File: src/rtl/spike_time_encoder.sv
// Spike-time encoder: turns a binary spike time into one pulse inside a gamma cycle and
// generates the per-gamma reset strobe for the downstream temporal comparators.
// Values enter through a one-deep valid/ready holding buffer and are emitted the next gamma.
// Optional build macro SPIKE_ENCODER_HOLD_EN: with nothing pending at a gamma boundary the
// previous spike time is kept, so the last accepted spike repeats every gamma.
module spike_time_encoder #(
  parameter int GAMMA_CYCLE_WIDTH = 16,
  parameter int PULSE_WIDTH       = 8,
  parameter int TW                = $clog2(GAMMA_CYCLE_WIDTH)
) (
  input  logic          aclk,
  input  logic          grst,
  input  logic          in_valid,
  output logic          in_ready,
  input  logic [TW-1:0] in_time,
  output logic          q,
  output logic          gamma_rst,
  output logic [TW-1:0] gamma_cnt
);

  // Last slot of a gamma; as a spike time it also means "no spike".
  localparam logic [TW-1:0] TMax = TW'(GAMMA_CYCLE_WIDTH - 1);
  // Pulses are truncated at slot G-1 anyway, so clamping PW keeps cur_t+1+PW inside TW+1 bits.
  localparam int PwEff = (PULSE_WIDTH < GAMMA_CYCLE_WIDTH - 1) ? PULSE_WIDTH
                                                                : GAMMA_CYCLE_WIDTH - 1;

  logic [TW-1:0] g_cnt_q, g_cnt_d;
  logic [TW-1:0] cur_t_q, cur_t_d;
  logic [TW-1:0] pend_t_q, pend_t_d;
  logic          pend_full_q, pend_full_d;

  logic          boundary;
  logic          accept;
  logic [TW:0]   pulse_lo;
  logic [TW:0]   pulse_hi;
  logic [TW:0]   slot_ext;

  assign boundary = (g_cnt_q == TMax);
  assign accept   = in_valid & ~pend_full_q;

  // Next-state: free-running gamma counter, boundary hand-over, buffer fill on accept.
  always_comb begin
    g_cnt_d     = boundary ? '0 : g_cnt_q + TW'(1);
    cur_t_d     = cur_t_q;
    pend_t_d    = pend_t_q;
    pend_full_d = pend_full_q;

    if (boundary) begin
      if (pend_full_q) begin
        cur_t_d     = pend_t_q;
        pend_full_d = 1'b0;
      end else begin
`ifdef SPIKE_ENCODER_HOLD_EN
        cur_t_d = cur_t_q;
`else
        cur_t_d = TMax;
`endif
      end
    end

    // Accept only happens with the buffer empty, so it never collides with the hand-over above.
    if (accept) begin
      pend_t_d    = in_time;
      pend_full_d = 1'b1;
    end
  end

  // State registers; reset forces "no spike" so an active pulse drops immediately.
  always_ff @(posedge aclk or posedge grst) begin
    if (grst) begin
      g_cnt_q     <= '0;
      cur_t_q     <= TMax;
      pend_t_q    <= '0;
      pend_full_q <= 1'b0;
    end else begin
      g_cnt_q     <= g_cnt_d;
      cur_t_q     <= cur_t_d;
      pend_t_q    <= pend_t_d;
      pend_full_q <= pend_full_d;
    end
  end

  // Outputs decoded from registered state only; the window starts at cur_t+1 to keep slot 0 free.
  always_comb begin
    slot_ext  = {1'b0, g_cnt_q};
    pulse_lo  = {1'b0, cur_t_q} + (TW+1)'(1);
    pulse_hi  = pulse_lo + (TW+1)'(PwEff);
    q         = (cur_t_q < TMax) && (slot_ext >= pulse_lo) && (slot_ext < pulse_hi);
    gamma_rst = (g_cnt_q == '0);
    gamma_cnt = g_cnt_q;
    in_ready  = ~pend_full_q;
  end

endmodule

File: config.mk
export PLATFORM = sky130hd
export DESIGN_NAME = spike_time_encoder
export DESIGN_NICKNAME = d
export VERILOG_FILES = /design/src/rtl/spike_time_encoder.sv
export SDC_FILE = /design/constraint.sdc
export NUM_CORES = 1
export LEC_CHECK = 0
export ABC_AREA = 1
export BUFFER_PORTS_ARGS = -buffer_cell sky130_fd_sc_hd__buf_2
export CAP_MARGIN = 20
export CORE_ASPECT_RATIO = 0.8
export CORE_MARGIN = 4
export CORE_UTILIZATION = 35
export CTS_CLUSTER_DIAMETER = 50
export DETAILED_ROUTE_END_ITERATION = 16
export PLACE_DENSITY = 0.64
export SLEW_MARGIN = 20
export SYNTH_ARGS = -nofsm -noshare
export SYNTH_HDL_FRONTEND = slang
export SYNTH_SLANG_ARGS = --single-unit
File: constraint.sdc
create_clock -name aclk -period 4.6 [get_ports aclk]
set_input_delay 0.23 -clock aclk [delete_from_list [all_inputs] [get_ports aclk]]
set_output_delay 0.23 -clock aclk [all_outputs]
set_load 0.02 [all_outputs]
# Word level (Yosys, flattened, before mapping)
# Cells that the tools add are included.
# op_classes
addsub	3
n_lt_le_gt_ge	3
eq_ne	1
n_mux	4
n_bitwise	2
n_reduce_logical	4
# op_table
op	count
$mux W4	2
$add A4 B1 Y5 const B	1
$add A5 B4 Y5 const B	1
$ge A4 B5 Y1	1
$lt A4 B5 Y1	1
$add A4 B1 Y4 const B	1
$eq A4 B4 Y1 const B	1
$logic_not A4 Y1	1
$lt A4 B4 Y1 const B	1
$logic_and A1 B1 Y1	2
$mux W1	2
$reduce_bool A2 Y1	1
$and A1 B1 Y1	1
$not A1 Y1	1
# totals
reg_bits	13
output_inout_bits	7

# Depth between registers and ports, before layout
# Gate-level depths: netlist (run 1).
# logic_depth
ltp_word	4
ltp_mapped	10
ltp_nobuf	10

# Worst setup path before layout (run 1)
# No wires, ideal clock.
# synth_path
path_kind	flip-flop to output port
from	register cur_t_q[0]
to	output port q
arrival_time_ps	1677
slack_ps	2693
stages_incl_launch_ff	11
path_cell_list	dfstp_2 ha_1 xnor2_1 ha_1 nand2_1 nand2_1 o21ai_0 nand2_1 nand2_1 nand2_1 inv_1
# synth_between
elab_chain_cells	4
# synth_lines
element	line	text
from (decl)	28	logic [TW-1:0] cur_t_q, cur_t_d;
from (signal assigned)	72	cur_t_q <= TMax;
from (signal assigned)	77	cur_t_q <= cur_t_d;
$add A4 B1 Y5	86	pulse_lo = {1'b0, cur_t_q} + (TW+1)'(1);
$add A5 B4 Y5 / $ge A4 B5 Y1 (equally long branches)	87, 88	
$lt A4 B5 Y1 / $logic_and A1 B1 Y1 (equally long branches)	88	q = (cur_t_q < TMax) && (slot_ext >= pulse_lo) && (slot_ext < pulse_hi);
$logic_and A1 B1 Y1 *	88	
to (decl)	16	output logic q,
# Mark *: on every way between the ends. The rest lies on a longest branch, timed or not.

# Worst setup path in the final report (run 1)
# Same ends and word-level chain as after synthesis.

==> results.md, run 1 <==
- Total power: 416 uW
- Vias in the first global route: 535
- GPL Wtd Cong: 0.771
- Required time worst endpoint: 4370 ps
- Yosys cell types: 16
- Post-synth top cells: inv_1, nand2_1, dfrtp_1
- Pre-CTS WS: 2510 ps
- Routed wire length: 1.37 mm
- Setup crit end kind: output pin
- Syn Nets: 100
- # rows: 14
- First-pass GRT wire length: 2.30 mm
- Residual DRC: 0
- Initial Util: 38.7%
- Max-Cap Viols: 0
- Final Max Tran Viols: 0
- Worst Hold Class: in2reg
- Core area: 1980 um^2
- Remaining antenna violation count: 0
- Largest net degree at the start of global routing: 14
- Leakage: 0.000505 uW
- F_max: 420 MHz
- Vias: 605
- Ant. Diodes: 0
- Power per cell area: 464 nW/um^2
- Hold Fails Final Rpt: 0
- Layout cell share with drive strength beyond 1: 27.2%
- CTS root buf: clkbuf_4
- Slew headroom: 68.2%
- Final setup fails: 0
- Port Buffers: 13
- Peak VDD IR: 0.237 mV
- Routed len/inst: 10.8 um
- Setup Fix Bufs, Post-CTS: 0
- Sequential fraction of the synthesis area: 43.1%
- GRT Total Usage: 9.82%
- Final Critical Period: 2380 ps
- CP Launch Type: flip-flop
- Post-synth top flop: dfrtp_1
- Clk sinks: 13
- CTS resizes: 0
- Mapped Cells: 85
- CTS H-Tree Depth: 1
- # IOs: 14
- Setup ws final: 2220 ps
- Area share of the largest cell type after synthesis: 29.4%
- Inserted Clock Buffers: 3
- Initial antenna violation count: 0
- RSZ-0062 raised after global routing: false
- Die Y-Extent: 49.8 um
- Crit share post-route: 51.8%
- Crit Path Max Fanout: 4
- Die area: 3000 um^2
- Initial DRC Count: 15
- Most frequent cell after synthesis: inv_1
- DIE WIDTH: 60.3 um
- Clock latency on the worst-skew pair: 270 ps
- Total number of yosys warnings: 0
- CP arrival: 2150 ps
- CTS tree: done
- Clock buffer depth: 2
- Post-Syn Area per Cell: 9.01 um^2
- Number of synthesized flops with an enable pin: 0
- Post-synth top area cell: dfrtp_1
- Worst Tran Pin Value: 477 ps
- Critical path class: reg2out
- Via density: 4.76
- Setup TNS: 0 ps
- Grt ovf: 0
- Register bit total from synthesis: 13
- Nets@finish: 119
- Hold-fix buffers, CTS: 1
- Synth-to-Final Area Change: 17.2%
- DRT Pass-1 Iters: 4
- Post-Synthesis Cell Area: 766 um^2
- Asr flop ratio synth: 100%
- Outcome: finished, final reports clean
- Area contributors post-synth: dfrtp_1, dfstp_2, ha_1
- Reg clk slew, reported paths: 80 ps
- DPL Wire Length: 1.09 mm
- Clock Skew: 0.871 ps
## flip-flops by register name, summed over array words and instances (netlist names)
register,flops
cur_t_q,4
pend_t_q,4
gamma_cnt,4
pend_full_q,1
## path summary, 6_finish.rpt
| path | start | endpoint | slack (ps) | depth (start not counted) |
|---|---|---|---|---|
| worst min register to register | pend_t_q[0] | pend_t_q[0] | 510 | 1 |
| worst min-delay path | in_time[1] | pend_t_q[1] | 190 | 2 |
| worst max register to register | gamma_cnt[1] | cur_t_q[0] | 3310 | 5 |
| worst max-delay path | cur_t_q[0] | q | 2220 | 11 |
| min in group asynchronous | grst | gamma_cnt[0] | 510 | 3 |
| max in group asynchronous | grst | cur_t_q[2] | 3750 | 3 |
## routing by layer
metal	wire length (um)	track usage (%)	share of wire, %	up-vias
met2	578	13.1	42	17
met3	74	2.09	5.4	4
met4	14	3.69	1.0	0
li1	-	-	-	314
met5	0	0	0	-
met1	702	15.0	51	270
## cell type report
class	count	area (um^2)
Clock buffer	4	26.3
Multi-Input combinational cell	55	372
Timing Repair Buffer	14	75.1
Sequential cell	13	330
Fill cell	196	1080
Inverter	17	63.8
Tap cell	24	30.0
## cell families (layout without fill, tap and decap cells)
| kind of cell | Yosys count | after routing | share of synthesized area [%] |
|---|---|---|---|
| AOI/OAI and AO/OA | 8 | 8 | 5.23 |
| xor gates and xnor gates | 3 | 3 | 3.43 |
| adders and majority gates | 8 | 8 | 13.1 |
| buffers and inverters | 17 | 35 | 8.33 |
| DFF | 13 | 13 | 43.1 |
| muxes | 4 | 4 | 5.88 |
| and+or+nand+nor | 32 | 32 | 20.9 |
## where the power goes
part | internal (uW) | leakage [uW] | total, uW | switching, uW
Combinational | 73.5 | 0.000338 | 172 | 98.0
Sequential | 151 | 0.000152 | 177 | 26.2
Clock | 33.5 | 0.0000150 | 67.9 | 34.4
Total | 258 | 0.000505 | 416 | 159
## layout by cell type, fill, tap and decap left out
master	count
nand3_2	2
nor2_1	5
xor2_1	2
xnor2_1	1
nand3b_1	1
dfstp_2	4
mux2_2	4
dlygate4sd3_1	1
nand2_2	2
nand2_1	13
clkbuf_4	3
nand3_1	4
inv_1	17
dfrtp_1	9
nand4_1	4
o21ai_0	8
ha_1	8
nor3b_1	1
buf_2	13
clkbuf_1	1
## per-stage QoR
step / instance area, um^2 / instances / utilization [%] / hold WS (ps)
after detailed placement: 861 / 122 / 43.5 / 268
final: 897 / 127 / 45.3 / 191
after floorplan: 766 / 85 / - / 104
after CTS: 897 / 127 / 45.3 / 188
after global placement: 861 / 122 / 43.5 / 269
after global routing: 897 / 127 / 45.3 / 192
## critical path: stages (launching register included)
cell and delay [ps]:
dfstp_2 570, ha_1 220, xnor2_1 140, ha_1 280
nand2_1 70, nand2_1 70, o21ai_0 170, nand2_1 70
nand2_1 60, nand2_1 50, inv_1 40, buf_2 150
(Power assumes the default switching activity.)
==> inputs of run 2 (changes only) <==
Settings changed: ABC_AREA 1 to 0, PLACE_DENSITY 0.64 to 0.65.
Clock period 4.6 ns to 2.2 ns, I/O delays scaled along.
==> results.md, run 2 <==
- Ant. Diodes: 0
- Syn Nets: 86
- Layout cell share with drive strength beyond 1: 36.0%
- GRT Total Usage: 10.1%
- Final Critical Period: 2140 ps
- Hold endpoint: pend_t_q[3]
- Final cell count without fillers: 113
- Die area: 2880 um^2
- Leakage: 0.000450 uW
- DPL Wire Length: 1.01 mm
- Met3 WL: 73 um
- # rows: 14
- Vias: 545
- Post-Synthesis Cell Area: 729 um^2
- Final setup fails: 0
- Pre-CTS WS: 348 ps
- M1 wire length: 679 um
- Yosys cell types: 26
- Setup crit end kind: output pin
- Crit Path Max Fanout: 5
- Clock buffer depth: 2
- DRT Pass-1 Iters: 3
- Crit share post-route: 97.2%
- Mapped Cells: 71
- Clock Skew: 0.356 ps
- Hold path start: in_time[3]
- DIE WIDTH: 59.0 um
- Grt ovf: 0
- Area contributors post-synth: dfrtp_1, dfstp_2, ha_1
- Residual DRC: 0
- Vias in the first global route: 561
- Initial DRC Count: 8
- Total number of yosys warnings: 0
- First-pass GRT wire length: 2.30 mm
- Post-Syn Area per Cell: 10.3 um^2
- Synth-to-Final Area Change: 25.2%
- Remaining antenna violation count: 0
- CP Launch Type: flip-flop
- R2R Setup Slk: 830 ps
- Power per cell area: 1120 nW/um^2
- Worst Hold Class: in2reg
- Total power: 1020 uW
- Worst hold stages: 2
- Core area: 1930 um^2
- Reg2reg start: gamma_cnt[1]
- Outcome: finished, final reports clean
- Placed cells: 108
- Post-synth top area cell: dfrtp_1
- Max-Cap Viols: 0
- F_max: 468 MHz
- Hold Fails Final Rpt: 0
- Top layer in use: met3
- Routed wire length: 1.38 mm
- Required time worst endpoint: 2090 ps
- Cells along the critical path: and3_4 > xor2_2 > ha_1 > a32oi_1 > o31ai_1 > a21oi_1 > buf_4
- Commonest cells after routing, fill and taps aside: buf_2, dfrtp_1, inv_1
- Critical path class: reg2out
- RSZ-0062 raised after global routing: true
- Largest net degree at the start of global routing: 14
- Register bit total from synthesis: 13
- Die Y-Extent: 48.8 um
- Routed wl met2: 628 um
- CP arrival: 2030 ps
- Worst Reg-to-Reg Cells: 4
- CTS tree: done
- Setup Fix Bufs, Post-CTS: 0
- Initial antenna violation count: 0
- # IOs: 14
- CTS H-Tree Depth: 1
- CP peak stage delay: 590 ps
- Worst Tran Pin Value: 486 ps
- Number of synthesized flops with an enable pin: 0
- Slew headroom: 67.6%
- Reg clk slew, reported paths: 70 ps
- Peak VDD IR: 0.557 mV
- Filler instances: 209
- Initial Util: 37.9%
- Sequential fraction of the synthesis area: 45.3%
- Post-synth top flop: dfrtp_1
- Commonest non-fill, non-tap cell in the layout: buf_2
- Area share of the largest cell type after synthesis: 30.9%
- GPL Wtd Cong: 0.668
- Nets@finish: 105
- Setup ws final: 62.3 ps
- CTS root buf: clkbuf_4
- Inserted Clock Buffers: 3
- Clock latency on the worst-skew pair: 270 ps
- Clk sinks: 13
- Post-synth top cells: dfrtp_1, inv_1, ha_1
- Worst R2R End: cur_t_q[0]
- Slowest CP cell: dfstp_2
- Routed len/inst: 12.2 um
- Final Max Tran Viols: 0
- Via density: 4.82
- Port Buffers: 13
- Asr flop ratio synth: 100%
run 2: kinds of logic after synthesis:
logic type                 after synthesis  share of synthesized area (%)
AOI/OAI and AO/OA                       19                           15.6
xor gates and xnor gates                 3                           3.60
adders and majority gates                8                           13.7
buffers and inverters                    9                           4.63
DFF                                     13                           45.3
muxes                                    4                           6.17
and+or+nand+nor                         15                           11.0
run 2: stage by stage:
stage	hold slack, ps	instance area, um^2	setup TNS, ps	util, %
detailed placement	156	825	0	42.8
floorplan	-15.9	729	0	-
global route	56.1	913	-101	47.4
finish	67.7	913	0	47.4
CTS	61.1	861	0	44.7
global placement	156	825	0	42.8
run 2: where the power goes:
| part | total (uW) | switching, uW | internal, uW |
|---|---|---|---|
| combinational | 476 | 221 | 255 |
| sequential | 406 | 76.6 | 330 |
| clock | 142 | 72.0 | 70.2 |
| total | 1020 | 369 | 655 |
run 2: timing repair:
action / CTS / global route
setup endpoints to repair: 0 / 1
hold buffers: 1 / 0
endpoints found under the hold margin: 9 / 0
resized for setup: 0 / 11
run 2: cell type report:
cell class	instances	area [um^2]	area share, %
multi-input cells	49	415	45.5
clock buffers	4	26.3	2.88
flip-flops and latches	13	330	36.2
repair buffers	14	77.6	8.49
well taps	24	30.0	3.29
inverters	9	33.8	3.70
run 2: how the worst max path moves through the flow:
stage / from / end / slack, ps
after global routing: cur_t_q[0] / q / -100
after CTS: cur_t_q[2] / q / 30
after global placement: cur_t_q[2] / q / 360
after floorplan: cur_t_q[2] / q / 370
final: cur_t_q[0] / q / 60
after detailed placement: cur_t_q[2] / q / 350
run 2: metal layers:
metal	global-route usage, %	up-vias
li1	-	283
met1	13.8	251
met2	15.3	11
met3	4.23	0
met4	1.13	0
met5	0	-
run 2: worst max-delay path: cells and delay by family, from the launching register on:
family	cells	cell delay, ps
simple gates	1	220
buf+inv	1	160
flops	1	590
xor+xnor	1	160
fa+ha+maj	1	260
compound gates	3	360
==> inputs of run 3 (changes only) <==
==> constraint.sdc (replaced) <==
create_clock -name aclk -period 2.2 [get_ports aclk]
set_input_delay 0.11 -clock aclk [delete_from_list [all_inputs] [get_ports aclk]]
set_output_delay 0.11 -clock aclk [all_outputs]
set_load 0.01 [all_outputs]
==> results.md, run 3 (synthesis results as in run 2) <==
- CTS tree: done
- Die area: 2880 um^2
- Vias in the first global route: 561
- Nets@finish: 105
- Setup crit end kind: output pin
- Worst Hold Class: in2reg
- Critical path class: reg2out
- Setup Fix Bufs, Post-CTS: 0
- Initial antenna violation count: 0
- Layout cell share with drive strength beyond 1: 36.0%
- Vias: 545
- Leakage: 0.000450 uW
- Worst Tran Pin Value: 486 ps
- Outcome: finished, final reports clean
- Core area: 1930 um^2
- Initial Util: 37.9%
- Total power: 1010 uW
- Max-Cap Viols: 0
- First-pass GRT wire length: 2.30 mm
- Residual DRC: 0
- Synth-to-Final Area Change: 24.9%
- Clock buffer depth: 2
- Initial DRC Count: 10
- Combinational share of power: 45.4%
- Final Critical Period: 2110 ps
- Final setup fails: 0
- Largest net degree at the start of global routing: 14
- DIE WIDTH: 59.0 um
- Clk sinks: 13
- Peak VDD IR: 0.538 mV
- Crit Path Max Fanout: 5
- Clock Skew: 0.356 ps
- Reg2reg start: gamma_cnt[1]
- # rows: 14
- Slew headroom: 67.6%
- GRT Total Usage: 10.1%
- Commonest non-fill, non-tap cell in the layout: buf_2
- Via density: 4.82
- Remaining antenna violation count: 0
- Hold Fails Final Rpt: 0
- Commonest cells after routing, fill and taps aside: buf_2, dfrtp_1, inv_1
- Clock power share: 14.1%
- RSZ-0062 raised after global routing: true
- Hold WS: 67.7 ps
- CP Launch Type: flip-flop
- # IOs: 14
- CTS root buf: clkbuf_4
- Grt ovf: 0
- CP Launch Point: cur_t_q[0]
- Inserted Clock Buffers: 3
- Routed len/inst: 12.2 um
- GPL Wtd Cong: 0.668
- Routed wire length: 1.38 mm
- F_max: 474 MHz
- Sw Pwr: 357 uW
- Port Buffers: 13
- Ant. Diodes: 0
- Power per cell area: 1100 nW/um^2
- CP arrival: 2000 ps
- Required time worst endpoint: 2090 ps
- Final Max Tran Viols: 0
- Switching Share: 35.5%
- Crit share post-route: 95.9%
- DRT Pass-1 Iters: 3
- Clock latency on the worst-skew pair: 270 ps
- Int Power: 648 uW
- Hold path start: in_time[3]
- CTS H-Tree Depth: 1
- Part of the power in registers: 40.4%
- DPL Wire Length: 1.01 mm
- Reg clk slew, reported paths: 70 ps
- Die Y-Extent: 48.8 um
[run 3: cell counts in the layout (fill, tap and decap cells not counted)]
Identical to the previous run, type by type.
[run 3: timing repair]
| action | in CTS | in global routing |
|---|---|---|
| endpoints found under the hold margin | 9 | 0 |
| resized for setup | 0 | 10 |
| setup endpoints to repair | 0 | 1 |
| hold buffers | 1 | 0 |
[run 3: metal layers]
metal	share of wire, %	GRT usage, %	vias up
met3	5.3	4.23	0
met1	49	13.8	251
met4	0	1.13	0
li1	-	-	283
met2	45	15.3	11
met5	0	0	-
[run 3: final cells by class]
class	instances	area, um^2
fill	208	1020
sequential	13	330
tap	24	30.0
timing repair buffer	14	75.1
clock buffer	4	26.3
inverter	9	33.8
multi-input combinational	49	415
[run 3: path summary, 6_finish.rpt]
check / endpoint / slack [ps] / depth (start not counted)
worst min register to register: gamma_cnt[0] / 510 / 1
worst min-delay path: pend_t_q[3] / 70 / 2
max in group asynchronous: cur_t_q[1] / 1450 / 3
min in group asynchronous: pend_t_q[0] / 400 / 3
worst max register to register: cur_t_q[0] / 830 / 4
worst max-delay path: q / 90 / 7
[run 3: power groups by stage]
stage	Combinational, uW	Clock [uW]	Sequential, uW
after global routing	533	160	416
after global placement	340	0	392
after CTS	354	149	392
final	457	142	406
after floorplan	284	0	376
after detailed placement	348	0	396
[run 3: metrics by stage]
step	worst slack (ps)	instance area [um^2]	std cells	setup TNS, ps	utilization (%)
detailed placement	382	825	108	0	42.8
global placement	388	825	108	0	42.8
floorplan	507	729	71	0	-
global route	-81.5	911	113	-81.5	47.3
CTS	61.3	861	113	0	44.7
finish	90.1	911	113	0	47.3
[run 3: worst max-delay path: stages (launching register included)]
cell and delay [ps]:
dfstp_2 590, and3_4 220, xor2_2 160, ha_1 260, a32oi_1 150, o31ai_1 90, a21oi_1 110, buf_2 140
